**config.mk**
```make
export PLATFORM = sky130hd
export DESIGN_NAME = link_cmd_ctl
export DESIGN_NICKNAME = d
export VERILOG_FILES = /design/src/rtl/link_cmd_ctl.sv
export SDC_FILE = /design/constraint.sdc
export NUM_CORES = 1
export LEC_CHECK = 0
export CORE_UTILIZATION = 55
export CTS_CLUSTER_SIZE = 12
export DETAILED_ROUTE_END_ITERATION = 8
export PLACE_DENSITY_LB_ADDON = 0.12
export SLEW_MARGIN = 30
export SYNTH_ARGS = -nofsm -noshare
export SYNTH_HDL_FRONTEND = slang
export SYNTH_SLANG_ARGS = --single-unit
export TNS_END_PERCENT = 30
```
**constraint.sdc**
```tcl
create_clock -name clk65MHz -period 5.48 [get_ports clk65MHz]
set_clock_uncertainty 0.1 [all_clocks]
set_input_delay 0.548 -clock clk65MHz [delete_from_list [all_inputs] [get_ports clk65MHz]]
set_output_delay 0.548 -clock clk65MHz [all_outputs]
set_load 0.005 [all_outputs]
```
**src/rtl/link_cmd_ctl.sv**
```systemverilog
// ---------------------------------------------------------------------------
// link_cmd_ctl
//
// Command link controller between the game top and the UART transceiver.
//   TX: turns the game's level-style request (game_valid/game_byte) into
//       single, deduplicated UART byte writes through a small queue.
//   RX: turns UART bytes into a command level held on cmd_out for
//       HOLD_CYCLES cycles, then forces 8'h00 for two cycles so that the
//       game's change detector also sees repeated commands.
// Valid command codes: 8'h30 (fire), 8'h31 (water), 8'h32 (game lost).
//
// Parameters:
//   FIFO_DEPTH  - TX queue depth in bytes (power of two, 2..16)
//   HOLD_CYCLES - cycles a received command is held on cmd_out (>= 2)
//
// Ports:
//   clk65MHz   in   system clock
//   rst        in   synchronous active-high reset
//   game_valid in   game data_ready level
//   game_byte  in   game data_out byte
//   cmd_out    out  command level to the game's data_in
//   tx_data    out  byte to the UART TX FIFO
//   tx_wr      out  one-cycle write strobe to the UART TX FIFO
//   tx_full    in   UART TX FIFO full
//   rx_data    in   head of the UART RX FIFO (first-word-fall-through)
//   rx_empty   in   UART RX FIFO empty
//   rx_rd      out  one-cycle pop strobe to the UART RX FIFO
//   tx_drop    out  pulse: a valid TX byte was discarded (queue full)
//   rx_err     out  pulse: a received byte was not a valid command
//
// Build option:
//   LINK_LOOPBACK_EN - the TX queue head feeds the RX state machine instead
//                      of the UART RX FIFO; tx_wr and rx_rd are tied to 0.
// ---------------------------------------------------------------------------
module link_cmd_ctl #(
  parameter int FIFO_DEPTH  = 4,
  parameter int HOLD_CYCLES = 16
) (
  input  logic       clk65MHz,
  input  logic       rst,
  input  logic       game_valid,
  input  logic [7:0] game_byte,
  output logic [7:0] cmd_out,
  output logic [7:0] tx_data,
  output logic       tx_wr,
  input  logic       tx_full,
  input  logic [7:0] rx_data,
  input  logic       rx_empty,
  output logic       rx_rd,
  output logic       tx_drop,
  output logic       rx_err
);

  localparam int PTR_W  = $clog2(FIFO_DEPTH);
  localparam int HCNT_W = $clog2(HOLD_CYCLES);
  localparam logic [PTR_W:0]    FULL_CNT  = (PTR_W+1)'(FIFO_DEPTH);
  localparam logic [HCNT_W-1:0] HOLD_LOAD = HCNT_W'(HOLD_CYCLES - 1);

  typedef enum logic [1:0] {S_IDLE, S_POP, S_HOLD, S_GAP} rx_state_t;

  function automatic logic is_cmd(input logic [7:0] b);
    return (b == 8'h30) || (b == 8'h31) || (b == 8'h32);
  endfunction

  // ---------------- TX capture ----------------
  logic       r_prev_valid;
  logic [7:0] r_last_byte;
  logic       w_capture;
  logic       w_push_req;

  // A new level, or a byte change while the level is held, is one event.
  assign w_capture  = game_valid && (!r_prev_valid || (game_byte != r_last_byte));
  assign w_push_req = w_capture && is_cmd(game_byte);

  // ---------------- TX queue ----------------
  logic [7:0]       r_mem [FIFO_DEPTH];
  logic [PTR_W-1:0] r_rd_ptr;
  logic [PTR_W-1:0] r_wr_ptr;
  logic [PTR_W:0]   r_count;
  logic             w_empty;
  logic             w_full;
  logic             w_push;
  logic             w_pop;
  logic             w_drain;
  logic [7:0]       w_head;
  logic             w_src_empty;
  logic [7:0]       w_src_data;

  logic [7:0] r_tx_data;
  logic       r_tx_wr;
  logic       r_tx_drop;
  logic       r_rx_rd;

  assign w_empty = (r_count == '0);
  assign w_full  = (r_count == FULL_CNT);

`ifdef LINK_LOOPBACK_EN
  // The RX machine only strobes rx_rd after seeing a non-empty queue.
  assign w_drain     = 1'b0;
  assign w_pop       = r_rx_rd;
  assign w_head      = r_mem[r_rd_ptr];
  assign w_src_empty = w_empty;
  assign w_src_data  = w_head;
  logic w_unused_uart;
  assign w_unused_uart = ^{rx_data, rx_empty, tx_full};
`else
  // An empty queue is bypassed so a capture is written on the very next edge.
  assign w_drain     = !tx_full && !r_tx_wr && (!w_empty || w_push_req);
  assign w_pop       = w_drain;
  assign w_head      = w_empty ? game_byte : r_mem[r_rd_ptr];
  assign w_src_empty = rx_empty;
  assign w_src_data  = rx_data;
`endif

  // A full queue still accepts a byte when its head leaves in the same cycle.
  assign w_push = w_push_req && (!w_full || w_pop);

  // NOTE: queue storage has no reset; r_count alone decides which entries are live.
  always_ff @(posedge clk65MHz) begin
    if (w_push) r_mem[r_wr_ptr] <= game_byte;
  end

  // NOTE: sequential state uses non-blocking assignments so every register
  // samples pre-edge values, independent of statement order.
  always_ff @(posedge clk65MHz) begin
    if (rst) begin
      r_prev_valid <= 1'b0;
      r_last_byte  <= 8'h00;
      r_rd_ptr     <= '0;
      r_wr_ptr     <= '0;
      r_count      <= '0;
      r_tx_data    <= 8'h00;
      r_tx_wr      <= 1'b0;
      r_tx_drop    <= 1'b0;
    end else begin
      r_prev_valid <= game_valid;
      if (w_capture) r_last_byte <= game_byte;
      if (w_push) r_wr_ptr <= r_wr_ptr + PTR_W'(1);
      if (w_pop)  r_rd_ptr <= r_rd_ptr + PTR_W'(1);
      case ({w_push, w_pop})
        2'b10:   r_count <= r_count + (PTR_W+1)'(1);
        2'b01:   r_count <= r_count - (PTR_W+1)'(1);
        default: r_count <= r_count;
      endcase
      r_tx_wr   <= w_drain;
      if (w_drain) r_tx_data <= w_head;
      r_tx_drop <= w_push_req && !w_push;
    end
  end

  // ---------------- RX state machine ----------------
  rx_state_t         r_state, w_state_nxt;
  logic [7:0]        r_rx_byte, w_rx_byte_nxt;
  logic [7:0]        r_cmd, w_cmd_nxt;
  logic [HCNT_W-1:0] r_cnt, w_cnt_nxt;
  logic              w_rx_rd_nxt;
  logic              r_rx_err, w_rx_err_nxt;

  // NOTE: every output of this block gets a default first, so no path can
  // leave a signal unassigned and infer a latch.
  always_comb begin
    w_state_nxt   = r_state;
    w_rx_byte_nxt = r_rx_byte;
    w_cmd_nxt     = r_cmd;
    w_cnt_nxt     = r_cnt;
    w_rx_rd_nxt   = 1'b0;
    w_rx_err_nxt  = 1'b0;
    case (r_state)
      S_IDLE: begin
        if (!w_src_empty) begin
          w_rx_byte_nxt = w_src_data;
          w_rx_rd_nxt   = 1'b1;
          w_state_nxt   = S_POP;
        end
      end
      S_POP: begin
        if (is_cmd(r_rx_byte)) begin
          w_cmd_nxt   = r_rx_byte;
          w_cnt_nxt   = HOLD_LOAD;
          w_state_nxt = S_HOLD;
        end else begin
          w_rx_err_nxt = 1'b1;
          w_state_nxt  = S_IDLE;
        end
      end
      S_HOLD: begin
        if (r_cnt == '0) begin
          w_cmd_nxt   = 8'h00;
          w_cnt_nxt   = HCNT_W'(1);
          w_state_nxt = S_GAP;
        end else begin
          w_cnt_nxt = r_cnt - HCNT_W'(1);
        end
      end
      S_GAP: begin
        if (r_cnt == '0) w_state_nxt = S_IDLE;
        else             w_cnt_nxt   = r_cnt - HCNT_W'(1);
      end
      default: w_state_nxt = S_IDLE;
    endcase
  end

  always_ff @(posedge clk65MHz) begin
    if (rst) begin
      r_state   <= S_IDLE;
      r_rx_byte <= 8'h00;
      r_cmd     <= 8'h00;
      r_cnt     <= '0;
      r_rx_rd   <= 1'b0;
      r_rx_err  <= 1'b0;
    end else begin
      r_state   <= w_state_nxt;
      r_rx_byte <= w_rx_byte_nxt;
      r_cmd     <= w_cmd_nxt;
      r_cnt     <= w_cnt_nxt;
      r_rx_rd   <= w_rx_rd_nxt;
      r_rx_err  <= w_rx_err_nxt;
    end
  end

  // ---------------- outputs ----------------
  assign cmd_out = r_cmd;
  assign tx_data = r_tx_data;
  assign tx_drop = r_tx_drop;
  assign rx_err  = r_rx_err;
`ifdef LINK_LOOPBACK_EN
  assign tx_wr = 1'b0;
  assign rx_rd = 1'b0;
`else
  assign tx_wr = r_tx_wr;
  assign rx_rd = r_rx_rd;
`endif

endmodule

```
# Word level (Yosys, flattened, before mapping)
# Memory sizes are Yosys's and may differ from the RTL's. A register that Yosys moved wholly into a read port is not among the register bits.
# Cells that the tools add are included.
totals:
  mem_count: 1
  reg_bits: 50
  ram_bits: 32
op_classes:
  n_bitwise: 3
  eq_ne: 18
  reduce_logical: 31
  addsub: 5
  muxes: 20
memory_table:
  columns: ["memory", "words", "word_bits", "rd", "rd_ports_with_merged_regs", "write_ports", "line_no", "source"]
  rows:
  - ["r_mem", 4, 8, 1, 1, 1, "76", "logic [7:0] r_mem [FIFO_DEPTH];"]
op_table:
  columns: ["op", "count"]
  rows:
  - ["$eq 8x6->1 const B", 6]
  - ["$mux 8", 3]
  - ["$pmux 8 s2", 1]
  - ["$mux 2", 6]
  - ["$mux 4", 3]
  - ["$pmux 4 s3", 1]
  - ["$ne 2x2->1 const B", 5]
  - ["$reduce_and 3->1", 3]
  - ["$ne 8x8->1", 1]
  - ["$pmux 2 s4", 1]
  - ["$logic_or 1x1->1", 7]
  - ["$eq 2x2->1 const B", 3]
  - ["$logic_and 1x1->1", 6]
  - ["$logic_not 1->1", 6]
  - ["$pmux 3 s2", 1]
  - ["$add 2x1->2 const B", 2]
  - ["$eq 2x1->1 const B", 2]
  - ["$logic_not 4->1", 1]
  - ["$mux 1", 4]
  - ["$reduce_bool 2->1", 2]
  - ["$reduce_or 2->1", 2]
  - ["$sub 4x1->4 const B", 1]
  - ["$add 3x1->3 const B", 1]
  - ["$eq 3x3->1 const B", 1]
  - ["6 further kinds", 8]

# Depth between registers and ports, before layout
# Gate-level depths: netlist of the first run.
depth:
  word_depth: 10
  depth_mapped: 9
  depth_no_buf: 8

# Least setup slack after synthesis of the first run
# OpenSTA, ideal clock, no wires.
synth_path:
  path_kind: "in2reg"
  from: "input game_byte[5]"
  to: "register r_count[2]"
  slack_ps: 3073
  cell_stages: 7
  setup_ps: 136
  arrival_ps: 2171
  required_ps: 5244
  path_cell_list: "xnor2_1 nand3_2 o31ai_4 nand2_1 fa_1 nor4_1 o32ai_2"
synth_between:
  elab_chain_len: 10
synth_rtl:
  columns: ["item", "line_no", "source"]
  rows:
  - ["start, declared", "42", "input logic [7:0] game_byte,"]
  - ["$ne 8x8->1 or $eq 8x6->1 (tied branches)", "72, 62", null]
  - ["$logic_or 1x1->1 (on tied branches)", "72, 62", null]
  - ["$logic_and 1x1->1 or $logic_or 1x1->1 (tied branches)", "72, 62", null]
  - ["$logic_and 1x1->1 *", "73", "assign w_push_req = w_capture && is_cmd(game_byte);"]
  - ["$logic_or 1x1->1", "108", "assign w_drain = !tx_full && !r_tx_wr && (!w_empty || w_push_req);"]
  - ["$logic_and 1x1->1", "108", null]
  - ["$logic_or 1x1->1", "116", "assign w_push = w_push_req && (!w_full || w_pop);"]
  - ["$logic_and 1x1->1", "116", null]
  - ["$eq 2x1->1 or $eq 2x2->1 (tied branches)", "140", "case ({w_push, w_pop})"]
  - ["$pmux 3 s2 or $reduce_bool 2->1 (tied branches)", null, null]
  - ["end signal, assigned", "141", "2'b10: r_count <= r_count + (PTR_W+1)'(1);"]
  - ["end signal, assigned", "142", "2'b01: r_count <= r_count - (PTR_W+1)'(1);"]
  - ["end signal, assigned", "143", "default: r_count <= r_count;"]
  - ["end, declared", "79", "logic [PTR_W:0] r_count;"]
# Every way passes the cells marked *; elsewhere a longest branch is shown, timed or not.
# A chain may end at the register's enable or synchronous reset.

# Worst setup path in the final report of the first run
layout_path:
  from: "input game_byte[7]"
  to: "register r_count[2]"
# Same word-level chain as after synthesis.

==> reports/qor.yml, run 1 <==
worst_setup_path:
  worstReg2RegStart: "r_last_byte[7]"
  crit_fanout: 9
  cp.required_ns: 5.59
  critPathArrivalTime_ns: 3.02
  start_kind: "input port"
  crit_type: "input port to register"
  cp-end-kind: "register"
  cp-startpoint: "game_byte[7]"
timing:
  hold_viol: 0
  worst_slew_margin_rel_pct: 42.1
  period_needed_ns: 2.91
  fmax_mhz: 344
  finalMaxSlewViolations: 0
  setup_viol: 0
  tightest_slew_ns: 0.862
  setup_tns_ns: 0
  finalWorstSetupSlack_ns: 2.57
  rsz0062_at_grt: "false"
  post-route-period-util_pct: 53.0
synthesis:
  synth_edf_count: 32
  yosysSeqAreaShare_pct: 55.7
  ys_top_cells_by_area: "dfxtp_1 (29%), edfxtp_1 (27%), mux2i_1 (5.3%)"
  yosys_warnings: 0
  synth.largest_area_cell: "dfxtp_1"
  syn_inst: 306
  synth_nets: 333
  async_reset_ff_share_pct: 0
  syn_area_um2: 3590
  synth-seq-cells: 84
  synth.avg_cell_area_um2: 11.7
  synthFlopType: "dfxtp_1"
  yosys.area.top_type_share_pct: 29.0
  synth.distinct_cells: 55
run:
  max-cap-violations: 0
floorplan:
  io_pins: 41
  dieArea_um2: 6860
  core_um2: 6310
  fp-row-count: 29
  die_w_um: 82.8
  die_height_um: 82.8
  start_util_pct: 56.9
power:
  vdd_drop_max_mv: 0.176
  leakagePower_nw: 1.52
  p_per_area_nw_per_um2: 273
  p_total_w: 0.00115
clock_network:
  cts_hold_buf: 0
  clk_pin_slew_ns: 0.08
  cts.root.buffer_cell: "clkbuf_8"
  htree_levels: 3
  clock_latency_ns: 0.35
  cts.path.max_buffers: 2
  numClockSinks: 84
  cts_resized: 0
  cts_tree: "built"
  post_cts_buffers: 0
  cts_buffers: 9
global_route:
  grt_pass1_vias: 2367
  antenna_found_initial: 0
  grt_usage_pct: 21.0
  grt_max_degree: 51
  grt_first_pass_wirelength_um: 11400
  overflow: 0
route:
  wl_um: 6580
  drt-initial-drc-count: 161
  via_per_inst: 5.65
  drc_errors: 0
  dr_total_vias: 2417
  routedWlPerCell_um: 15.4
  first_pass_iters: 5
  ant_nets: 0
final_layout:
  layout_commonest_cell: "dfxtp_1"
  most-common-layout-cells: "dfxtp_1 (52), clkdlybuf4s50_1 (40), edfxtp_1 (32), nand2_1 (26), a21oi_1 (26)"
  nets: 373
  drive_above_1_share_pct: 11.4
  fillers: 496
  fin_util_pct: 66.9
  antenna_cells: 0
  syn2layout_area_growth_pct: 17.6
  final_cells: 428
worst_hold_path:
  hold_path.class: "register to register"
  hold_start: "r_rx_byte[2]"
place:
  place_congestion: 0.846
  place_inst: 412
  portBuffers: 40
  place_ws_ns: 2.17
  hpwl_um: 4580
run_status:
  status: "finished clean"
## state kept, by name (all words and copies together), names as in the netlist, 2 cells and up, named ones only
signal       count
cmd_out          8
r_cnt            4
r_mem           32
tx_data          8
r_wr_ptr         2
r_rd_ptr         2
r_rx_byte        8
r_count          3
r_last_byte      8
## cell usage after synthesis, types with 2 or more instances
master    instances
xnor2_1          10
mux2i_1          19
buf_1             3
nor2_1           22
mux2_1            3
dfxtp_1          52
a21oi_1          26
inv_1             9
nor2b_1           4
buf_2             3
clkbuf_1          5
ha_1              5
nor4_1            2
nand3_1           5
and2_1            4
mux4_2            8
and3_1            6
nand2_1          26
nor3_1            6
buf_6             2
edfxtp_1         32
or3_1            11
o21ai_1           9
o21ai_0           2
o21a_1            2
## path summary, 6_finish.rpt
check | slack, ns | to | cells after the start
max | 2.57 | r_count[2] | 8
min reg2reg | 0.36 | r_rx_byte[2] | 2
min | 0.36 | r_rx_byte[2] | 2
max reg2reg | 3.10 | r_count[2] | 7
## area by class of cell
cell class,count,area [µm²],share of cell area (%)
sequential,84,2000,47.4
multi-input combinational,200,1490,35.2
clock buffer,10,149,3.53
timing repair buffer,42,415,9.84
inverter,9,33.8,0.800
clock inverter,6,37.5,0.889
tap,77,96.3,2.28
## critical path, stage by stage
cell	delay, ns
clkdlybuf4s50_1	0.58
xnor2_1	0.32
nand4_2	0.21
o31ai_4	0.33
nand2_1	0.11
fa_1	0.43
nor4_1	0.35
o32ai_2	0.14
## stage by stage
step	hold WS (ns)	area, µm²
finish	0.356	4220
global route	0.376	4220
CTS	0.362	4220
detailed placement	0.350	4040
global placement	0.338	4040
floorplan	0.332	3590
## per-layer routing
layer	vias up	share of wire, %	wire (µm)	global-route usage (%)
met2	48	45	2990	32.0
met3	9	3.3	214	5.27
met5	-	0	0	0
li1	1191	-	-	-
met1	1169	50	3290	29.4
met4	0	1.4	91	7.52
## cell families (layout without fill, tap and decap cells)
| logic type | count (synthesis) | after routing | share of synthesized area, % |
|---|---|---|---|
| AO/OA/AOI/OAI | 51 | 51 | 9.13 |
| XOR/XNOR | 11 | 11 | 2.89 |
| adder cells (fa/ha/maj) | 6 | 6 | 2.30 |
| buffers and inverters | 22 | 67 | 2.82 |
| flip-flops | 84 | 84 | 55.7 |
| multiplexers | 30 | 30 | 11.3 |
| AND/OR/NAND/NOR | 102 | 102 | 15.9 |
## power by group
group | switching [W] | total [W] | leakage [nW] | internal [W]
clock network | 0.000217 | 0.000408 | 0.101 | 0.000190
logic | 0.0000424 | 0.0000791 | 0.708 | 0.0000367
registers | 0.00000734 | 0.000664 | 0.710 | 0.000657
total | 0.000267 | 0.00115 | 1.52 | 0.000884
Power figures use the tool's default switching activity.
==> inputs of run 2 (changes only) <==
CORE_UTILIZATION = 50   (was 55)
clock period = 2.6 ns   (was 5.48 ns; I/O delays follow)
==> run 2 against run 1 <==
Net effect: largest cell class unchanged; critical path depth is the same; global-route usage shrank 1.3 points; largest power group unchanged; wire length grew 2.4%; die area grew 9.8%; critical endpoint unchanged; clock power grew 120%; first-iteration DRC count shrank 18%; cell area grew 3.8%.
==> reports/qor.yml, run 2 (synthesized netlist as in run 1, its figures left out) <==
timing:
  post-route-period-util_pct: 89.4
  fin_hold_ws_ns: 0.273  # -0.0828 ns
  finalMaxSlewViolations: 0  # unchanged
  period_needed_ns: 2.32
  worst_slew_margin_rel_pct: 54.6  # +12 points
  rsz0062_at_grt: "false"
  hold_viol: 0  # unchanged
  tightest_slew_ns: 0.682  # -0.181 ns
  setup_viol: 0  # unchanged
  fmax_mhz: 430
power:
  p_per_area_nw_per_um2: 567  # +110%
  leakagePower_nw: 1.60  # +5.6%
  vdd_drop_max_mv: 0.236  # +34%
route:
  drc_errors: 0  # unchanged
  ant_nets: 0  # unchanged
  via_per_inst: 5.26  # -6.9%
  wl_um: 6740  # +2.4%
  dr_total_vias: 2446  # +1.2%
  first_pass_iters: 4  # -1
  drt-initial-drc-count: 132  # -18%
  routedWlPerCell_um: 14.5  # -5.8%
clock_network:
  cts_tree: "built"
  cts_hold_buf: 0  # unchanged
  post_cts_buffers: 0  # unchanged
  cts.path.max_buffers: 2  # unchanged
  htree_levels: 3  # unchanged
  cts_resized: 0  # unchanged
  cts_buffers: 9  # unchanged
  cts.root.buffer_cell: "clkbuf_8"
  numClockSinks: 84  # unchanged
  clk_pin_slew_ns: 0.09  # about the same
  clock_latency_ns: 0.35  # about the same
floorplan:
  die_height_um: 86.7  # +4.8%
  die_w_um: 86.7  # +4.8%
  dieArea_um2: 7520  # +9.8%
  core_um2: 6870  # +8.8%
  io_pins: 41  # unchanged
  fp-row-count: 30  # +3.4%
  start_util_pct: 52.3  # -4.6 points
final_layout:
  most-common-layout-cells: "dfxtp_1 (52), clkdlybuf4s50_1 (39), edfxtp_1 (32), nand2_1 (26), a21oi_1 (26)"
  top_register: "r_mem"
  drive_above_1_share_pct: 16.0  # +4.6 points
  syn2layout_area_growth_pct: 22.0
  layout_commonest_cell: "dfxtp_1"
  fin_util_pct: 63.8  # -3.1 points
  nets: 391  # +4.8%
  largest_register_ffs: 32  # unchanged
  antenna_cells: 0  # unchanged
place:
  hpwl_um: 4860  # +6.1%
  portBuffers: 40  # unchanged
  place_congestion: 0.790  # -6.6%
global_route:
  grt_first_pass_wirelength_um: 11000  # -2.8%
  antenna_found_initial: 0  # unchanged
  overflow: 0  # unchanged
  grt_usage_pct: 19.7  # -1.3 points
  grt_max_degree: 31  # -39%
  grt_pass1_vias: 2310  # -2.4%
worst_setup_path:
  crit_fanout: 4  # -5
  cp.required_ns: 2.73  # -2.86 ns
  crit_type: "input port to register"
  start_kind: "input port"
  cp-end-kind: "register"
  critPathArrivalTime_ns: 2.46  # -0.56 ns
worst_hold_path:
  hold_path.class: "input port to register"
run_status:
  status: "finished clean"
run:
  max-cap-violations: 0  # unchanged
-- run 2: path summary, 6_finish.rpt --
path / cells past startpoint / to / start / slack, ns
min reg2reg: 2 / r_rx_byte[2] / r_rx_byte[2] / 0.35
min: 2 / r_last_byte[1] / rst / 0.27
max: 8 / r_count[2] / game_byte[5] / 0.28
max reg2reg: 7 / r_count[2] / r_last_byte[3] / 0.40
-- run 2: final cells by class --
class | instances | area, µm²
Sequential cell | 84 | 2000
Fill cell | 564 | 2490
Clock inverter | 6 | 43.8
Inverter | 9 | 33.8
Timing Repair Buffer | 60 | 546
Multi-Input combinational cell | 200 | 1490
Tap cell | 96 | 120
Clock buffer | 10 | 149
-- run 2: metal layers --
| metal | track usage (%) | vias up | wire [µm] |
|---|---|---|---|
| met5 | 0 | - | 0 |
| met4 | 7.73 | 0 | 90 |
| met3 | 4.19 | 8 | 231 |
| met2 | 30.4 | 49 | 3030 |
| met1 | 27.2 | 1163 | 3390 |
| li1 | - | 1226 | - |
-- run 2: stage by stage --
step | TNS [ns] | total power, W | worst slack, ns | std cells | instance area [µm²]
floorplan | 0 | 0.00153 | 0.420 | 306 | 3590
global placement | -0.0241 | 0.00161 | -0.0241 | 449 | 4190
detailed placement | -0.0797 | 0.00162 | -0.0797 | 449 | 4190
CTS | 0 | 0.00250 | 0.290 | 465 | 4380
global route | 0 | 0.00258 | 0.158 | 465 | 4380
finish | 0 | 0.00248 | 0.275 | 465 | 4380
-- run 2: critical path, stage by stage --
cell and delay [ns]:
clkdlybuf4s50_1 0.52, xnor2_1 0.28, nand3_2 0.15, o31ai_4 0.24, nand2_1 0.10, fa_1 0.43
nor4_1 0.35, o32ai_2 0.13
-- run 2: power breakdown --
| group | leakage (nW) | switching [W] | internal, W |
|---|---|---|---|
| Combinational | 0.793 | 0.0000935 | 0.0000920 |
| Clock | 0.0996 | 0.000488 | 0.000411 |
| Sequential | 0.710 | 0.0000154 | 0.00138 |
==> inputs of run 3 (changes only) <==
SKIP_CTS_REPAIR_TIMING = 1   (was not set)
==> results of run 3 <==
Final layout, timing and power as in run 2 (identical DEF).
